### src/rtl/alu_bist_if.sv
// alu_bist_if: groups the BIST start/status and ALU drive/return signals.
// The master side is the BIST driver; the slave side is the ALU/test harness.
// Optional i_abort port is present only when ALU_BIST_ABORT_EN is defined.
interface alu_bist_if #(
  parameter int WIDTH = 32
);
  logic             i_start;
  logic [WIDTH-1:0] i_alu_data;
`ifdef ALU_BIST_ABORT_EN
  logic             i_abort;
`endif
  logic [3:0]       o_alu_op;
  logic [WIDTH-1:0] o_operand_a;
  logic [WIDTH-1:0] o_operand_b;
  logic             o_busy;
  logic             o_done;
  logic             o_pass;
  logic [WIDTH-1:0] o_signature;

  modport master (
`ifdef ALU_BIST_ABORT_EN
    input  i_abort,
`endif
    input  i_start,
    input  i_alu_data,
    output o_alu_op,
    output o_operand_a,
    output o_operand_b,
    output o_busy,
    output o_done,
    output o_pass,
    output o_signature
  );

  modport slave (
`ifdef ALU_BIST_ABORT_EN
    output i_abort,
`endif
    output i_start,
    output i_alu_data,
    input  o_alu_op,
    input  o_operand_a,
    input  o_operand_b,
    input  o_busy,
    input  o_done,
    input  o_pass,
    input  o_signature
  );
endinterface

### src/rtl/alu_bist_driver.sv
// alu_bist_driver: BIST initiator for the RV32I ALU. Sweeps op codes
// 0..NUM_OPS-1, each over N_VECTORS LFSR operand pairs, folds every ALU
// result into a MISR and compares the final signature with GOLDEN_SIG.
// Optional feature macro: ALU_BIST_ABORT_EN (adds i_abort to stop a test).
module alu_bist_driver #(
  parameter int               WIDTH      = 32,
  parameter int               NUM_OPS    = 11,
  parameter int               N_VECTORS  = 64,
  parameter logic [WIDTH-1:0] LFSR_SEED  = WIDTH'(32'hACE1_2468),
  parameter logic [WIDTH-1:0] GOLDEN_SIG = '0
) (
  input  logic       i_clk,
  input  logic       i_reset,
  alu_bist_if.master bus
);

  localparam logic [WIDTH-1:0] POLY     = WIDTH'(32'h8020_0003);
  localparam int               HALF     = WIDTH / 2;
  localparam int               VW       = (N_VECTORS > 1) ? $clog2(N_VECTORS) : 1;
  localparam logic [VW-1:0]    VEC_LAST = VW'(N_VECTORS - 1);
  localparam logic [3:0]       OP_LAST  = 4'(NUM_OPS - 1);

  typedef enum logic [1:0] {IDLE, RUN, CHECK, DONE} state_t;

  // Galois right-shift LFSR step.
  function automatic logic [WIDTH-1:0] lfsr_step(input logic [WIDTH-1:0] v);
    return (v >> 1) ^ (v[0] ? POLY : '0);
  endfunction

  // Fold one ALU result into the left-shifting MISR.
  function automatic logic [WIDTH-1:0] misr_fold(input logic [WIDTH-1:0] sig,
                                                 input logic [WIDTH-1:0] data);
    return {sig[WIDTH-2:0], 1'b0} ^ (sig[WIDTH-1] ? POLY : '0) ^ data;
  endfunction

  // Operand B is operand A rotated by half the word.
  function automatic logic [WIDTH-1:0] rot_half(input logic [WIDTH-1:0] v);
    return {v[HALF-1:0], v[WIDTH-1:HALF]};
  endfunction

  state_t           state_q, state_d;
  logic [WIDTH-1:0] lfsr_q, lfsr_d;
  logic [3:0]       op_cnt_q, op_cnt_d;
  logic [VW-1:0]    vec_cnt_q, vec_cnt_d;
  logic [3:0]       alu_op_q, alu_op_d;
  logic [WIDTH-1:0] opa_q, opa_d;
  logic [WIDTH-1:0] opb_q, opb_d;
  logic [WIDTH-1:0] sig_q, sig_d;
  logic             busy_q, busy_d;
  logic             done_q, done_d;
  logic             pass_q, pass_d;
  logic [WIDTH-1:0] lfsr_nxt;

  assign lfsr_nxt = lfsr_step(lfsr_q);

  // Next-state and next-output logic; everything holds unless a state acts on it.
  always_comb begin
    state_d   = state_q;
    lfsr_d    = lfsr_q;
    op_cnt_d  = op_cnt_q;
    vec_cnt_d = vec_cnt_q;
    alu_op_d  = alu_op_q;
    opa_d     = opa_q;
    opb_d     = opb_q;
    sig_d     = sig_q;
    pass_d    = pass_q;
`ifdef ALU_BIST_ABORT_EN
    if (bus.i_abort && (state_q == RUN || state_q == CHECK)) begin
      state_d = IDLE;
      pass_d  = 1'b0;
    end else
`endif
    begin
      case (state_q)
        IDLE, DONE: begin
          if (bus.i_start) begin
            state_d   = RUN;
            op_cnt_d  = '0;
            vec_cnt_d = '0;
            sig_d     = '0;
            lfsr_d    = LFSR_SEED;
            alu_op_d  = '0;
            opa_d     = LFSR_SEED;
            opb_d     = rot_half(LFSR_SEED);
            pass_d    = 1'b0;
          end
        end
        RUN: begin
          sig_d = misr_fold(sig_q, bus.i_alu_data);
          if (vec_cnt_q == VEC_LAST && op_cnt_q == OP_LAST) begin
            // Last sample: operands and op code stay on the final vector.
            state_d = CHECK;
          end else begin
            lfsr_d = lfsr_nxt;
            opa_d  = lfsr_nxt;
            opb_d  = rot_half(lfsr_nxt);
            if (vec_cnt_q == VEC_LAST) begin
              vec_cnt_d = '0;
              op_cnt_d  = op_cnt_q + 4'd1;
              alu_op_d  = op_cnt_q + 4'd1;
            end else begin
              vec_cnt_d = vec_cnt_q + VW'(1);
            end
          end
        end
        CHECK: begin
          pass_d  = (sig_q == GOLDEN_SIG);
          state_d = DONE;
        end
        default: state_d = IDLE;
      endcase
    end
    busy_d = (state_d == RUN) || (state_d == CHECK);
    done_d = (state_d == DONE);
  end

  // State and output registers with synchronous reset.
  always_ff @(posedge i_clk) begin
    if (i_reset) begin
      state_q   <= IDLE;
      lfsr_q    <= LFSR_SEED;
      op_cnt_q  <= '0;
      vec_cnt_q <= '0;
      alu_op_q  <= '0;
      opa_q     <= '0;
      opb_q     <= '0;
      sig_q     <= '0;
      busy_q    <= 1'b0;
      done_q    <= 1'b0;
      pass_q    <= 1'b0;
    end else begin
      state_q   <= state_d;
      lfsr_q    <= lfsr_d;
      op_cnt_q  <= op_cnt_d;
      vec_cnt_q <= vec_cnt_d;
      alu_op_q  <= alu_op_d;
      opa_q     <= opa_d;
      opb_q     <= opb_d;
      sig_q     <= sig_d;
      busy_q    <= busy_d;
      done_q    <= done_d;
      pass_q    <= pass_d;
    end
  end

  assign bus.o_alu_op    = alu_op_q;
  assign bus.o_operand_a = opa_q;
  assign bus.o_operand_b = opb_q;
  assign bus.o_busy      = busy_q;
  assign bus.o_done      = done_q;
  assign bus.o_pass      = pass_q;
  assign bus.o_signature = sig_q;

endmodule

### src/flat_wrapper.sv
// flat-port wrapper written by rule: the top's interface ports become plain ports
module alu_bist_driver_flat 
#(
  parameter int               WIDTH      = 32,
  parameter int               NUM_OPS    = 11,
  parameter int               N_VECTORS  = 64,
  parameter logic [WIDTH-1:0] LFSR_SEED  = WIDTH'(32'hACE1_2468),
  parameter logic [WIDTH-1:0] GOLDEN_SIG = '0
)
  (i_clk, i_reset, bus_i_start, bus_i_alu_data, bus_o_alu_op, bus_o_operand_a, bus_o_operand_b, bus_o_busy, bus_o_done, bus_o_pass, bus_o_signature);
  alu_bist_if #(.WIDTH(WIDTH)) bus_i ();
  input  logic i_clk;
  input  logic i_reset;
  input wire logic [$bits(bus_i.i_start)-1:0] bus_i_start;
  input wire logic [$bits(bus_i.i_alu_data)-1:0] bus_i_alu_data;
  output wire logic [$bits(bus_i.o_alu_op)-1:0] bus_o_alu_op;
  output wire logic [$bits(bus_i.o_operand_a)-1:0] bus_o_operand_a;
  output wire logic [$bits(bus_i.o_operand_b)-1:0] bus_o_operand_b;
  output wire logic [$bits(bus_i.o_busy)-1:0] bus_o_busy;
  output wire logic [$bits(bus_i.o_done)-1:0] bus_o_done;
  output wire logic [$bits(bus_i.o_pass)-1:0] bus_o_pass;
  output wire logic [$bits(bus_i.o_signature)-1:0] bus_o_signature;
  assign bus_i.i_start = bus_i_start;
  assign bus_i.i_alu_data = bus_i_alu_data;
  assign bus_o_alu_op = bus_i.o_alu_op;
  assign bus_o_operand_a = bus_i.o_operand_a;
  assign bus_o_operand_b = bus_i.o_operand_b;
  assign bus_o_busy = bus_i.o_busy;
  assign bus_o_done = bus_i.o_done;
  assign bus_o_pass = bus_i.o_pass;
  assign bus_o_signature = bus_i.o_signature;
  alu_bist_driver #(.WIDTH(WIDTH), .NUM_OPS(NUM_OPS), .N_VECTORS(N_VECTORS), .LFSR_SEED(LFSR_SEED), .GOLDEN_SIG(GOLDEN_SIG)) u_core (.i_clk(i_clk), .i_reset(i_reset), .bus(bus_i));
endmodule
### config.mk
export PLATFORM = sky130hd
export DESIGN_NAME = alu_bist_driver_flat
export DESIGN_NICKNAME = d
export VERILOG_FILES = /design/src/rtl/alu_bist_if.sv /design/src/rtl/alu_bist_driver.sv /design/src/flat_wrapper.sv
export SDC_FILE = /design/constraint.sdc
export NUM_CORES = 1
export LEC_CHECK = 0
export CORE_MARGIN = 2
export CORE_UTILIZATION = 55
export CTS_BUF_LIST = sky130_fd_sc_hd__clkbuf_4 sky130_fd_sc_hd__clkbuf_8 sky130_fd_sc_hd__clkbuf_16
export CTS_CLUSTER_DIAMETER = 150
export CTS_CLUSTER_SIZE = 12
export DETAILED_ROUTE_END_ITERATION = 10
export DONT_BUFFER_PORTS = 1
export GPL_ROUTABILITY_DRIVEN = 0
export PLACE_DENSITY_LB_ADDON = 0.1
export SLEW_MARGIN = 0
export SYNTH_ARGS = -nofsm -noshare
export SYNTH_HDL_FRONTEND = slang
export SYNTH_SLANG_ARGS = --single-unit
### constraint.sdc
create_clock -name i_clk -period 3.7 [get_ports i_clk]
set_input_delay 0 -clock i_clk [delete_from_list [all_inputs] [get_ports i_clk]]
set_output_delay 0 -clock i_clk [all_outputs]
set_load 0.01 [all_outputs]
[Yosys cells after proc, flatten, opt, wreduce, memory -nomap -nowiden]
Index checks and enable logic that the tools add are counted.
Word-level totals
  bits in registers: 143
  input port bits: 35
  output and inout bits: 103
  word-level logic and storage cells: 60
Cells by class
  $add $sub $neg: 2
  equal/unequal tests: 11
  muxes and demuxes: 23
  bitwise gates (word level): 3
  reductions and logical operators: 11
Operator list (count)
  $mux 32: 7
  $pmux 32 s2: 3
  $xor 32x32->32: 2
  $logic_not 32->1: 1
  $xor 31x32->32: 1
  $mux 6: 3
  $mux 4: 3
  $pmux 6 s2: 1
  $eq 2x2->1 const B: 4
  $pmux 4 s2: 1
  $add 6x1->6 const B: 1
  $eq 6x6->1 const B: 1
  $pmux 2 s3: 1
  $add 4x1->4 const B: 1
  $eq 2x1->1 const B: 2
  $eq 4x4->1 const B: 1
  $mux 2: 2
  $ne 2x2->1 const B: 2
  $reduce_and 2->1: 2
  $reduce_and 4->1: 1
  $reduce_bool 2->1: 2
  $reduce_and 3->1: 1
  $logic_not 2->1: 1
  $ne 2x1->1 const B: 1
  5 further kinds: 5

[Logic depth before layout (Yosys ltp)]
Gate-level depths: netlist (run 1).
  depth after elaboration: 6
  gate-level depth with buffers: 9
  depth with buffers taken out: 8

[Worst setup path before layout (run 1)]
No wires, ideal clock.
  path kind: register to register
  start: register u_core.state_q[0]
  end: register u_core.vec_cnt_q[5]
  setup time: 80 ps
  data arrival time: 1814 ps
  data required time: 3620 ps
  setup slack: 1806 ps
  cell stages (with the launch flop): 8
  path buffers: 1
  period minus slack after synthesis: 1894 ps
  cell sequence: dfxtp_1 -> inv_1 -> ha_1 -> buf_4 -> mux2_4 -> o31ai_4 -> or4_1 -> a211oi_2
Between the ends
  longest elaborated chain between the ends: 4
Ends and longest elaborated chain
  start: declaration: RTL line alu_bist_driver.sv:41  | state_t state_q, state_d;
  start signal: assignment: RTL line alu_bist_driver.sv:132  | state_q <= state_d;
  $eq 2x2->1 / $logic_not 2->1 (equally long branches): RTL line alu_bist_driver.sv:74  | case (state_q)
  $reduce_or 2->1: RTL line alu_bist_driver.sv:74
  $ne 2x2->1 (no line) / $reduce_bool 2->1 (equally long branches)
  $reduce_and 3->1 (no line)
  end signal: assignment: RTL line alu_bist_driver.sv:135  | vec_cnt_q <= vec_cnt_d;
  end: declaration: RTL line alu_bist_driver.sv:44  | logic [VW-1:0] vec_cnt_q, vec_cnt_d;
Several ways; a longest one is shown, not always the timed one.
A chain may end at the register's enable or synchronous reset.

[Final worst setup path (run 1)]
  start: register u_core.state_q[0]
  end: register u_core.sig_q[12] (netlist: u_core.bus.o_signature[12])
Between the ends
  longest elaborated chain between the ends: 4
Ends and longest elaborated chain
  $eq 2x2->1 / $logic_not 2->1 (equally long branches): RTL line alu_bist_driver.sv:74
  $reduce_or 2->1: RTL line alu_bist_driver.sv:74
  $ne 2x2->1 (no line) / $reduce_bool 2->1 (equally long branches)
  $reduce_and 2->1 (no line)
  end signal: assignment: RTL line alu_bist_driver.sv:139  | sig_q <= sig_d;
  end: declaration: RTL line alu_bist_driver.sv:48  | logic [WIDTH-1:0] sig_q, sig_d;
Several ways; a longest one is shown, not always the timed one.

==> implementation parameters, run 1 <==
Parameter                              Value

GRT
  Pin count of the biggest net entering global routing    88
  Global-route wire length before repair    15900 µm
  Vias in the first global route    3303
  Tot GR Track Use    23.2%
  Leftover overflow at the end of global routing    0
  Number of antenna violations at the first check in global routing    0

Setup path
  Kind of cell adding the most delay to the critical path    buffers and inverters
  Bufs and invs on worst path    3
  Cells traversed along the worst timing path    inv_1 > ha_1 > mux2i_4 > buf_4 > nand2_1 > a21oi_1 > dlygate4sd3_1
  Type of destination of the critical path    flop
  CP Data Required Time    4.02 ns
  Largest fanout on the critical path    19
  Critical Path Slowest Stage Cell    sky130_fd_sc_hd__mux2i_4
  Critical Path Max Stage Delay    0.63 ns
  Critical path arrival    3.02 ns
  Startpoint Class    flop
  Setup CP Type    flop to flop

Yosys
  Avg Inst Size Synth    8.57 µm²
  Primary flip-flop cell chosen by synthesis mapping    sky130_fd_sc_hd__dfxtp_1
  Instance count of the mapped netlist    505
  Number of library cell types mapped by synthesis    45
  Total of flip-flops plus latches after synthesis    92
  Post-Synthesis Cell Area    4330 µm²
  Sequential cell area fraction in the yosys report    42.6%
  Synth async-reset ratio    0%
  Number of enable flip-flop cells after synthesis    0
  Post-Synthesis Net Count    547
  Warnings, synthesis    0

Final layout
  Nets    516
  Combined area of the multi-input logic cells    1960 µm²
  Register area    1840 µm²
  Growth of design area from synthesis to finish    5.35%
  Share of cells above drive strength 1    6.47%
  Number of standard cells in the layout, taps in and fillers out    581
  Count of antenna diodes in the layout    0
  Number of inserted filler cells in the final layout    681

Timing
  Post-route fraction of the period consumed by the critical path    73.1%
  Worst slew slack as a fraction of its limit    49.2%
  Worst hold slack after final layout    0.0319 ns
  Count of final setup violators    0
  RSZ-0062 raised after global routing    no
  Pin slew with the least headroom to its limit    0.760 ns
  Setup ws final    0.995 ns
  Maximum operating frequency    370 MHz
  Final hold violation count    0
  Clock period minus final worst setup slack    2.70 ns
  Sum of negative setup slack    0 ns
  Clk_skew    0.0148 ns
  Slew Viols, Final    0

Clock tree
  Post-CTS setup buffer count    0
  Clock buffers created by TritonCTS    9
  H-Tree Level Count    3
  Clk sinks    92
  Number of gates resized after CTS    0
  Post-CTS Hold Fix Bufs    34
  Maximum root-to-sink buffer count    2
  Clock Latency Late Sink    0.37 ns
  CTS clk-pin slew, worst paths    0.10 ns
  Clk root buf    sky130_fd_sc_hd__clkbuf_8
  CTS tree    yes

Min path
  Worst hold path class    input pin to flop

Floorplan
  Boundary Pins    138
  Core footprint    7690 µm²
  Height of the die    92.7 µm
  Die Width    92.7 µm
  Area enclosed by the die boundary    8590 µm²
  Number of placement rows    32
  Starting utilization of the core area    56.3%

Placement
  Buffers added on ports    0
  Detailed placer's ending HPWL    5960 µm
  Pre-CTS setup slack    1.13 ns
  Number of placed instances, taps included    531

Route
  Average vias per placed instance    5.90
  Drc violations    0
  Routed wire length per instance    16.6 µm
  Vias after detailed routing    3429
  Number of nets with antenna violations after routing    0
  Sum of routed wire length over all layers    9660 µm
  DRC marker count from the first detailed-route iteration    174
  Initial DRT Pass Iterations    4

Power
  Static leakage power    1.72 nW
  Total power density per cell area    453 nW/µm²
  Maximum vdd ir drop    0.000230 V

Outcome
  Status    finished clean

Job
  Max-cap check violation count    0
## synth_stat cells (all sizes together), types with 4 or more instances
| library cell | number | area (µm²) |
|---|---|---|
| or3 | 5 | 31.3 |
| xor2 | 33 | 289 |
| nor4 | 7 | 43.8 |
| nor2 | 42 | 158 |
| nand2 | 46 | 173 |
| ha | 7 | 87.6 |
| nor3 | 20 | 105 |
| o21bai | 8 | 60.1 |
| buf | 64 | 443 |
| clkbuf | 17 | 63.8 |
| o21ai | 5 | 25.0 |
| inv | 8 | 30.0 |
| a32oi | 19 | 166 |
| nand4 | 4 | 25.0 |
| o31ai | 4 | 43.8 |
| nand3 | 42 | 210 |
| xnor2 | 5 | 43.8 |
| a21oi | 47 | 235 |
| dfxtp | 92 | 1840 |
## metrics by stage
stage	util, %	power, mW	instance area (µm²)
floorplan	-	1.33	4330
global placement	51.9	1.33	3990
detailed placement	51.9	1.33	3990
CTS	59.3	2.08	4560
global route	59.3	2.17	4560
finish	59.3	2.07	4560
## tightest hold or removal path: cells and delay by family
kind / cells / cell delay [ns]
and+or+nand+nor: 1 / 0.08
AOI/OAI and AO/OA: 1 / 0.06
xor gates and xnor gates: 2 / 0.23
## flip-flops by register name, summed over array words and instances (netlist names)
register / count
u_core.bus.o_done: 1
u_core.bus.o_signature: 32
u_core.state_q: 2
u_core.op_cnt_q: 4
u_core.bus.o_pass: 1
u_core.lfsr_q: 32
u_core.vec_cnt_q: 6
u_core.bus.o_busy: 1
u_core.bus.o_operand_b: 13
## area by class of cell
cell class	instances	area share [%]
inverter	8	0.659
clock inverter	6	1.51
multi-input combinational	324	42.9
tap	102	2.80
timing repair buffer	39	8.68
clock buffer	10	3.02
sequential	92	40.4
## kinds of logic after synthesis
| group | Yosys count | share of synthesized area [%] |
|---|---|---|
| mux | 3 | 0.897 |
| compound gates | 94 | 14.5 |
| xor+xnor | 38 | 7.69 |
| simple gates | 182 | 19.9 |
| flops | 92 | 42.6 |
| fa+ha+maj | 7 | 2.02 |
| buf+inv | 89 | 12.4 |
## final timing paths
kind	startpoint	slack (ns)	endpoint	cells after the start
setup / recovery	u_core.state_q[0]$_SDFF_PP0_	1.0	u_core.bus.o_signature[12]$_SDFFE_PP0P_	7
hold / removal	bus_i_alu_data[21]	0.03	u_core.bus.o_signature[21]$_SDFFE_PP0P_	4
setup reg to reg	u_core.state_q[0]$_SDFF_PP0_	1.0	u_core.bus.o_signature[12]$_SDFFE_PP0P_	7
hold reg to reg	u_core.lfsr_q[10]$_SDFFE_PP1P_	0.48	u_core.lfsr_q[10]$_SDFFE_PP1P_	2
## cell usage in the layout, fill, tap and decap left out, types with 2 or more instances in the layout
master                          netlist  routed
sky130_fd_sc_hd__nor2_1              42      42
sky130_fd_sc_hd__nor2b_1              2       2
sky130_fd_sc_hd__xor2_1              33      33
sky130_fd_sc_hd__and3_1               2       2
sky130_fd_sc_hd__o21ai_0              5       5
sky130_fd_sc_hd__or4_1                3       3
sky130_fd_sc_hd__a21oi_1             47      47
sky130_fd_sc_hd__a32oi_1             19      19
sky130_fd_sc_hd__dfxtp_1             92      92
sky130_fd_sc_hd__inv_1                8       8
sky130_fd_sc_hd__o21bai_1             8       8
sky130_fd_sc_hd__nor3_1              19      19
sky130_fd_sc_hd__ha_1                 7       7
sky130_fd_sc_hd__a22oi_1              2       2
sky130_fd_sc_hd__xnor2_1              5       5
sky130_fd_sc_hd__nand2_1             46      46
sky130_fd_sc_hd__o31ai_1              3       3
sky130_fd_sc_hd__clkbuf_8             0      10
sky130_fd_sc_hd__a211oi_1             2       2
sky130_fd_sc_hd__nor4_1               7       7
sky130_fd_sc_hd__nand3_1             42      42
sky130_fd_sc_hd__nand4_1              4       4
sky130_fd_sc_hd__a31oi_1              2       2
sky130_fd_sc_hd__inv_6                0       3
sky130_fd_sc_hd__or2_2                2       2
sky130_fd_sc_hd__dlygate4sd3_1        0      33
sky130_fd_sc_hd__or3_1                5       5
sky130_fd_sc_hd__buf_4               52       5
## layer usage
layer | vias up | share of wire (%) | track usage (%)
met2 | 106 | 50 | 39.1
li1 | 1644 | - | -
met4 | 0 | 1.7 | 8.70
met3 | 14 | 6.4 | 7.65
met5 | - | 0 | 0
met1 | 1665 | 42 | 27.4
## report_power, final
part,switching [mW],internal [mW]
Clock,0.372,0.337
Combinational,0.146,0.102
Sequential,0.0738,1.04
No activity file was read; power rests on OpenSTA's default activity.
==> run 2: changes to the inputs <==
==> constraint.sdc (replaced) <==
create_clock -name i_clk -period 2.7 [get_ports i_clk]
set_input_delay 0 -clock i_clk [delete_from_list [all_inputs] [get_ports i_clk]]
set_output_delay 0 -clock i_clk [all_outputs]
set_load 0.01 [all_outputs]
==> run 2 against run 1 <==
  * Sequential cell count unchanged
  * Hold slack worse by 0.025 ns
  * Sequential share of layout area decreased by 0.23 points
  * Sequential power up 37%
  * Die area unchanged
  * Clock power up 44%
  * Register-to-register slack got worse by 0.74 ns
  * Critical endpoint is now u_core.bus.o_signature[11]$_SDFFE_PP0P_
  * Largest cell class unchanged
==> implementation parameters, run 2 (synthesized netlist as in run 1, its figures left out) <==
Parameter                              Value

Setup path
  Kind of cell adding the most delay to the critical path    buffers and inverters
  Startpoint Class    flop
  Critical Path Slowest Stage Cell    sky130_fd_sc_hd__dlygate4sd3_1
  Worst-case register-to-register setup slack    0.26 ns
  Critical Path Max Stage Delay    0.56 ns
  Cells traversed along the worst timing path    inv_1 > ha_1 > mux2i_4 > buf_4 > nand2_1 > a21oi_1 > dlygate4sd3_1
  Reg2Reg Capture Point    u_core.bus.o_signature[11]$_SDFFE_PP0P_
  Setup CP Type    flop to flop
  Type of destination of the critical path    flop
  Worst reg2reg path startpoint    u_core.state_q[0]$_SDFF_PP0_
  Largest fanout on the critical path    36
  Depth of the most critical reg-to-reg path    7
  Bufs and invs on worst path    3
  Critical path arrival    2.75 ns
  CP Data Required Time    3.01 ns

Route
  Initial DRT Pass Iterations    4
  Number of nets with antenna violations after routing    0
  DRC marker count from the first detailed-route iteration    123
  Average vias per placed instance    5.82
  Sum of routed wire length over all layers    9680 µm
  Vias after detailed routing    3395
  Routed wire length per instance    16.6 µm
  Drc violations    0

Final layout
  Share of cells above drive strength 1    7.07%
  Most frequent cells in the layout    sky130_fd_sc_hd__dfxtp_1 (92), sky130_fd_sc_hd__a21oi_1 (47), sky130_fd_sc_hd__nand2_1 (46), sky130_fd_sc_hd__nor2_1 (42), sky130_fd_sc_hd__nand3_1 (42)
  Growth of design area from synthesis to finish    5.96%
  Most frequent standard cell in the layout excluding fill and tap cells    sky130_fd_sc_hd__dfxtp_1
  Count of antenna diodes in the layout    0
  Nets    518
  Final design utilization    59.6%

Power
  Maximum vdd ir drop    0.000260 V
  Total power density per cell area    630 nW/µm²
  Static leakage power    1.74 nW
  Post-layout total power    2.89 mW

Clock tree
  Number of gates resized after CTS    0
  Clock Latency Late Sink    0.36 ns
  Clk sinks    92
  Clk root buf    sky130_fd_sc_hd__clkbuf_8
  CTS tree    yes
  Clock buffers created by TritonCTS    9
  Maximum root-to-sink buffer count    2
  H-Tree Level Count    3
  CTS clk-pin slew, worst paths    0.09 ns

Timing
  Count of final setup violators    0
  Slew Viols, Final    0
  Final hold violation count    0
  Pin slew with the least headroom to its limit    0.653 ns
  Post-route fraction of the period consumed by the critical path    90.4%
  Worst slew slack as a fraction of its limit    56.3%
  RSZ-0062 raised after global routing    no
  Sum of negative setup slack    0 ns
  Clock period minus final worst setup slack    2.44 ns
  Worst hold slack after final layout    0.00657 ns
  Clk_skew    0.00704 ns
  Maximum operating frequency    410 MHz

Floorplan
  Number of placement rows    32
  Starting utilization of the core area    56.3%
  Core footprint    7690 µm²
  Area enclosed by the die boundary    8590 µm²
  Height of the die    92.7 µm
  Die Width    92.7 µm
  Boundary Pins    138

GRT
  Pin count of the biggest net entering global routing    88
  Leftover overflow at the end of global routing    0
  Tot GR Track Use    22.6%
  Global-route wire length before repair    15800 µm
  Vias in the first global route    3238
  Number of antenna violations at the first check in global routing    0

Job
  Max-cap check violation count    0

Min path
  Hold path endpoint    u_core.bus.o_pass$_SDFFE_PP0P_
  Worst hold path class    input pin to flop
  Worst hold path depth    2
  Hold path startpoint    i_reset

Placement
  Detailed placer's ending HPWL    6120 µm
  Buffers added on ports    0

Outcome
  Status    finished clean
[run 2: how the worst max path moves through the flow]
stage	start	endpoint	slack (ns)	cells past startpoint
after detailed placement	u_core.state_q[0]$_SDFF_PP0_	u_core.vec_cnt_q[0]$_SDFFE_PP0P_	0.47	8
final	u_core.state_q[0]$_SDFF_PP0_	u_core.bus.o_signature[11]$_SDFFE_PP0P_	0.26	7
after global placement	u_core.state_q[0]$_SDFF_PP0_	u_core.vec_cnt_q[0]$_SDFFE_PP0P_	0.53	8
after CTS	u_core.state_q[0]$_SDFF_PP0_	u_core.bus.o_signature[11]$_SDFFE_PP0P_	0.28	7
after global routing	u_core.state_q[0]$_SDFF_PP0_	u_core.bus.o_signature[11]$_SDFFE_PP0P_	0.13	7
after floorplan	u_core.state_q[0]$_SDFF_PP0_	u_core.vec_cnt_q[5]$_SDFFE_PP0P_	0.81	7
[run 2: area by class of cell]
cell class | count | area [µm²]
Clock inverter | 7 | 96.3
Inverter | 8 | 30.0
Clock buffer | 9 | 124
Multi-Input combinational cell | 324 | 1960
Sequential cell | 92 | 1840
Tap cell | 102 | 128
Timing Repair Buffer | 41 | 408
Fill cell | 707 | 3100
[run 2: power breakdown]
group	internal, mW	total, mW	switching [mW]
Combinational	0.142	0.345	0.203
Sequential	1.42	1.52	0.101
Clock	0.528	1.02	0.496
Total	2.09	2.89	0.800
[run 2: worst reg2reg max path, delay by kind of cell (launching register included)]
| kind | cells | cell delay, ns |
|---|---|---|
| buf+inv | 3 | 1.01 |
| compound gates | 1 | 0.12 |
| simple gates | 1 | 0.10 |
| fa+ha+maj | 1 | 0.50 |
| mux | 1 | 0.30 |
| flops | 1 | 0.37 |
[run 2: metal layers]
metal / up-vias / share of wire [%] / GRT usage (%) / routed length [µm]
met3: 11 / 6.9 / 6.67 / 664
met1: 1606 / 43 / 28.1 / 4210
met5: - / 0 / 0 / 0
met4: 0 / 1.3 / 7.35 / 127
li1: 1665 / - / - / -
met2: 113 / 48 / 37.5 / 4680
[run 2: what timing repair did]
item,CTS,global route
endpoints found under the hold margin,92,0
setup buffers,0,0
hold buffers,33,0
[run 2: metrics by stage]
step           cells  setup WS (ns)  area (µm²)
2_1_floorplan    505          0.806        4330
3_3_place_gp     534          0.529        4020
3_5_place_dp     534          0.465        4020
4_1_cts          583          0.278        4580
5_1_grt          583          0.126        4580
6_report         583          0.259        4580
==> run 3: changes to the inputs <==
--- a/config.mk
+++ b/config.mk
@@ -14,6 +14,7 @@
 export DONT_BUFFER_PORTS = 1
 export GPL_ROUTABILITY_DRIVEN = 0
 export PLACE_DENSITY_LB_ADDON = 0.1
+export REMOVE_ABC_BUFFERS = 1
 export SLEW_MARGIN = 0
 export SYNTH_ARGS = -nofsm -noshare
 export SYNTH_HDL_FRONTEND = slang
==> run 3 against run 2 <==
  * Setup slack better by 0.27 ns
  * Power is 6.5% lower
  * Register-to-register slack better by 0.27 ns
  * Die area stayed put
  * Maximum frequency is 13% higher
  * Clock power is 18% lower
  * Largest cell class unchanged
==> implementation parameters, run 3 (synthesized netlist as in run 1, its figures left out) <==
Parameter                              Value

Job
  Max-cap check violation count    0

Timing
  Maximum operating frequency    461 MHz
  Clock period minus final worst setup slack    2.17 ns
  Worst hold slack after final layout    0.0198 ns
  Count of final setup violators    0
  Pin slew with the least headroom to its limit    0.642 ns
  Post-route fraction of the period consumed by the critical path    80.3%
  Worst slew slack as a fraction of its limit    57.0%
  Slew Viols, Final    0
  Final hold violation count    0
  RSZ-0062 raised after global routing    no
  Clk_skew    0.00904 ns

Route
  Sum of routed wire length over all layers    9830 µm
  Drc violations    0
  Routed wire length per instance    16.9 µm
  Number of nets with antenna violations after routing    0
  Initial DRT Pass Iterations    4
  Vias after detailed routing    3382
  DRC marker count from the first detailed-route iteration    148
  Average vias per placed instance    5.81

GRT
  Global-route wire length before repair    16100 µm
  Number of antenna violations at the first check in global routing    0
  Leftover overflow at the end of global routing    0
  Vias in the first global route    3358
  Tot GR Track Use    23.2%
  Pin count of the biggest net entering global routing    88

Floorplan
  Height of the die    92.7 µm
  Area enclosed by the die boundary    8590 µm²
  Core footprint    7690 µm²
  Number of placement rows    32
  Boundary Pins    138
  Starting utilization of the core area    56.3%
  Die Width    92.7 µm

Setup path
  Depth of the most critical reg-to-reg path    6
  Setup CP Type    flop to flop
  CP Data Required Time    2.97 ns
  Reg2Reg Capture Point    u_core.op_cnt_q[0]$_SDFFE_PP0P_
  Critical Path Max Stage Delay    0.56 ns
  Worst-case register-to-register setup slack    0.53 ns
  Largest fanout on the critical path    13
  Startpoint Class    flop
  Critical path arrival    2.44 ns
  Endpoint of the most critical setup path    u_core.op_cnt_q[0]$_SDFFE_PP0P_
  Type of destination of the critical path    flop
  Cells traversed along the worst timing path    inv_1 > ha_1 > mux2_4 > nand2_1 > or4_1 > o31ai_1
  Setup crit start    u_core.state_q[0]$_SDFF_PP0_
  Critical Path Slowest Stage Cell    sky130_fd_sc_hd__or4_1
  Worst reg2reg path startpoint    u_core.state_q[0]$_SDFF_PP0_

Final layout
  Nets    518
  Most frequent cells in the layout    sky130_fd_sc_hd__dfxtp_1 (92), sky130_fd_sc_hd__a21oi_1 (47), sky130_fd_sc_hd__nand2_1 (46), sky130_fd_sc_hd__nor2_1 (42), sky130_fd_sc_hd__nand3_1 (42)
  Growth of design area from synthesis to finish    4.95%
  Most frequent standard cell in the layout excluding fill and tap cells    sky130_fd_sc_hd__dfxtp_1
  Share of cells above drive strength 1    6.67%
  Post-route cell area    4540 µm²
  Count of antenna diodes in the layout    0

Min path
  Worst hold path class    input pin to flop
  Worst hold path depth    2

Power
  Total power density per cell area    595 nW/µm²
  Maximum vdd ir drop    0.000371 V
  Power share of the combinational group    13.0%
  Internal power summed over all cells    1.90 mW
  Sequential share of power    56.2%
  Portion of total power attributed to the clock network    30.8%
  Net switching power    0.801 mW
  Switching power as a share of total power    29.6%
  Static leakage power    1.71 nW

Clock tree
  Clock buffers created by TritonCTS    9
  Maximum root-to-sink buffer count    2
  Clk root buf    sky130_fd_sc_hd__clkbuf_8
  H-Tree Level Count    3
  CTS clk-pin slew, worst paths    0.09 ns
  CTS tree    yes
  Clock Latency Late Sink    0.35 ns
  Clk sinks    92

Placement
  Detailed placer's ending HPWL    5830 µm
  Total cell area at the placement stage    4010 µm²
  Buffers added on ports    0

Outcome
  Status    finished clean
run 3: changes by cell type in the layout (fill, tap and decap cells not counted):
cell                            delta
sky130_fd_sc_hd__bufinv_16         -2
sky130_fd_sc_hd__inv_6             -2
sky130_fd_sc_hd__inv_8             +1
sky130_fd_sc_hd__clkinv_4          +2
sky130_fd_sc_hd__clkinv_2          -1
sky130_fd_sc_hd__buf_4             -1
sky130_fd_sc_hd__dlygate4sd3_1     +1
sky130_fd_sc_hd__clkinvlp_4        +1
run 3: critical path, delay by kind of cell, from the launching register on:
kind	cells	cell delay [ns]
AND/OR/NAND/NOR	2	0.82
adder cells (fa/ha/maj)	1	0.51
flip-flops	1	0.36
multiplexers	1	0.26
AO/OA/AOI/OAI	1	0.07
buffers and inverters	1	0.05
run 3: metrics by stage:
| step | power (mW) | util, % | cells | setup slack (ns) | TNS [ns] |
|---|---|---|---|---|---|
| floorplan | 1.74 | - | 424 | -0.218 | -6.10 |
| global placement | 1.83 | 52.1 | 533 | 0.596 | 0 |
| detailed placement | 1.83 | 52.1 | 533 | 0.540 | 0 |
| CTS | 2.73 | 59.0 | 582 | 0.503 | 0 |
| global route | 2.83 | 59.0 | 582 | 0.366 | 0 |
| finish | 2.70 | 59.0 | 582 | 0.533 | 0 |
run 3: final cells by class:
cell class,instances,area [µm²]
Fill cell,716,3150
Multi-Input combinational cell,324,1960
Sequential cell,92,1840
Timing Repair Buffer,41,410
Tap cell,102,128
Clock buffer,9,124
Clock inverter,6,50.0
Inverter,8,30.0
run 3: power by group through the flow:
| stage | Combinational [mW] | Clock (mW) | Sequential [mW] |
|---|---|---|---|
| floorplan | 0.206 | 0 | 1.54 |
| global placement | 0.276 | 0 | 1.55 |
| detailed placement | 0.279 | 0 | 1.55 |
| CTS | 0.349 | 0.858 | 1.52 |
| global route | 0.391 | 0.910 | 1.53 |
| finish | 0.350 | 0.832 | 1.52 |
run 3: worst min-delay path by stage:
stage | startpoint | to | slack [ns]
detailed placement | i_reset | u_core.bus.o_operand_b[21]$_SDFFE_PP0P_ | 0.08
CTS | i_reset | u_core.lfsr_q[7]$_SDFFE_PP0P_ | 0.008
floorplan | i_reset | u_core.bus.o_operand_b[19]$_SDFFE_PP0P_ | 0.07
finish | i_reset | u_core.lfsr_q[7]$_SDFFE_PP0P_ | 0.02
global placement | i_reset | u_core.bus.o_operand_b[26]$_SDFFE_PP0P_ | 0.08
global route | i_reset | u_core.lfsr_q[8]$_SDFFE_PP0P_ | 0.03
run 3: layer usage:
metal | GRT usage [%] | vias up | share of wire [%]
met5 | 0 | - | 0
met2 | 39.4 | 110 | 47
li1 | - | 1656 | -
met1 | 28.0 | 1602 | 44
met3 | 5.94 | 14 | 7.5
met4 | 9.56 | 0 | 1.7
run 3: timing repair:
action / 4_1_cts / 5_1_grt
hold buffers: 34 / 0
buffers inserted: 0 / 0
resized for setup: 0 / 0
endpoints found under the hold margin: 92 / 0
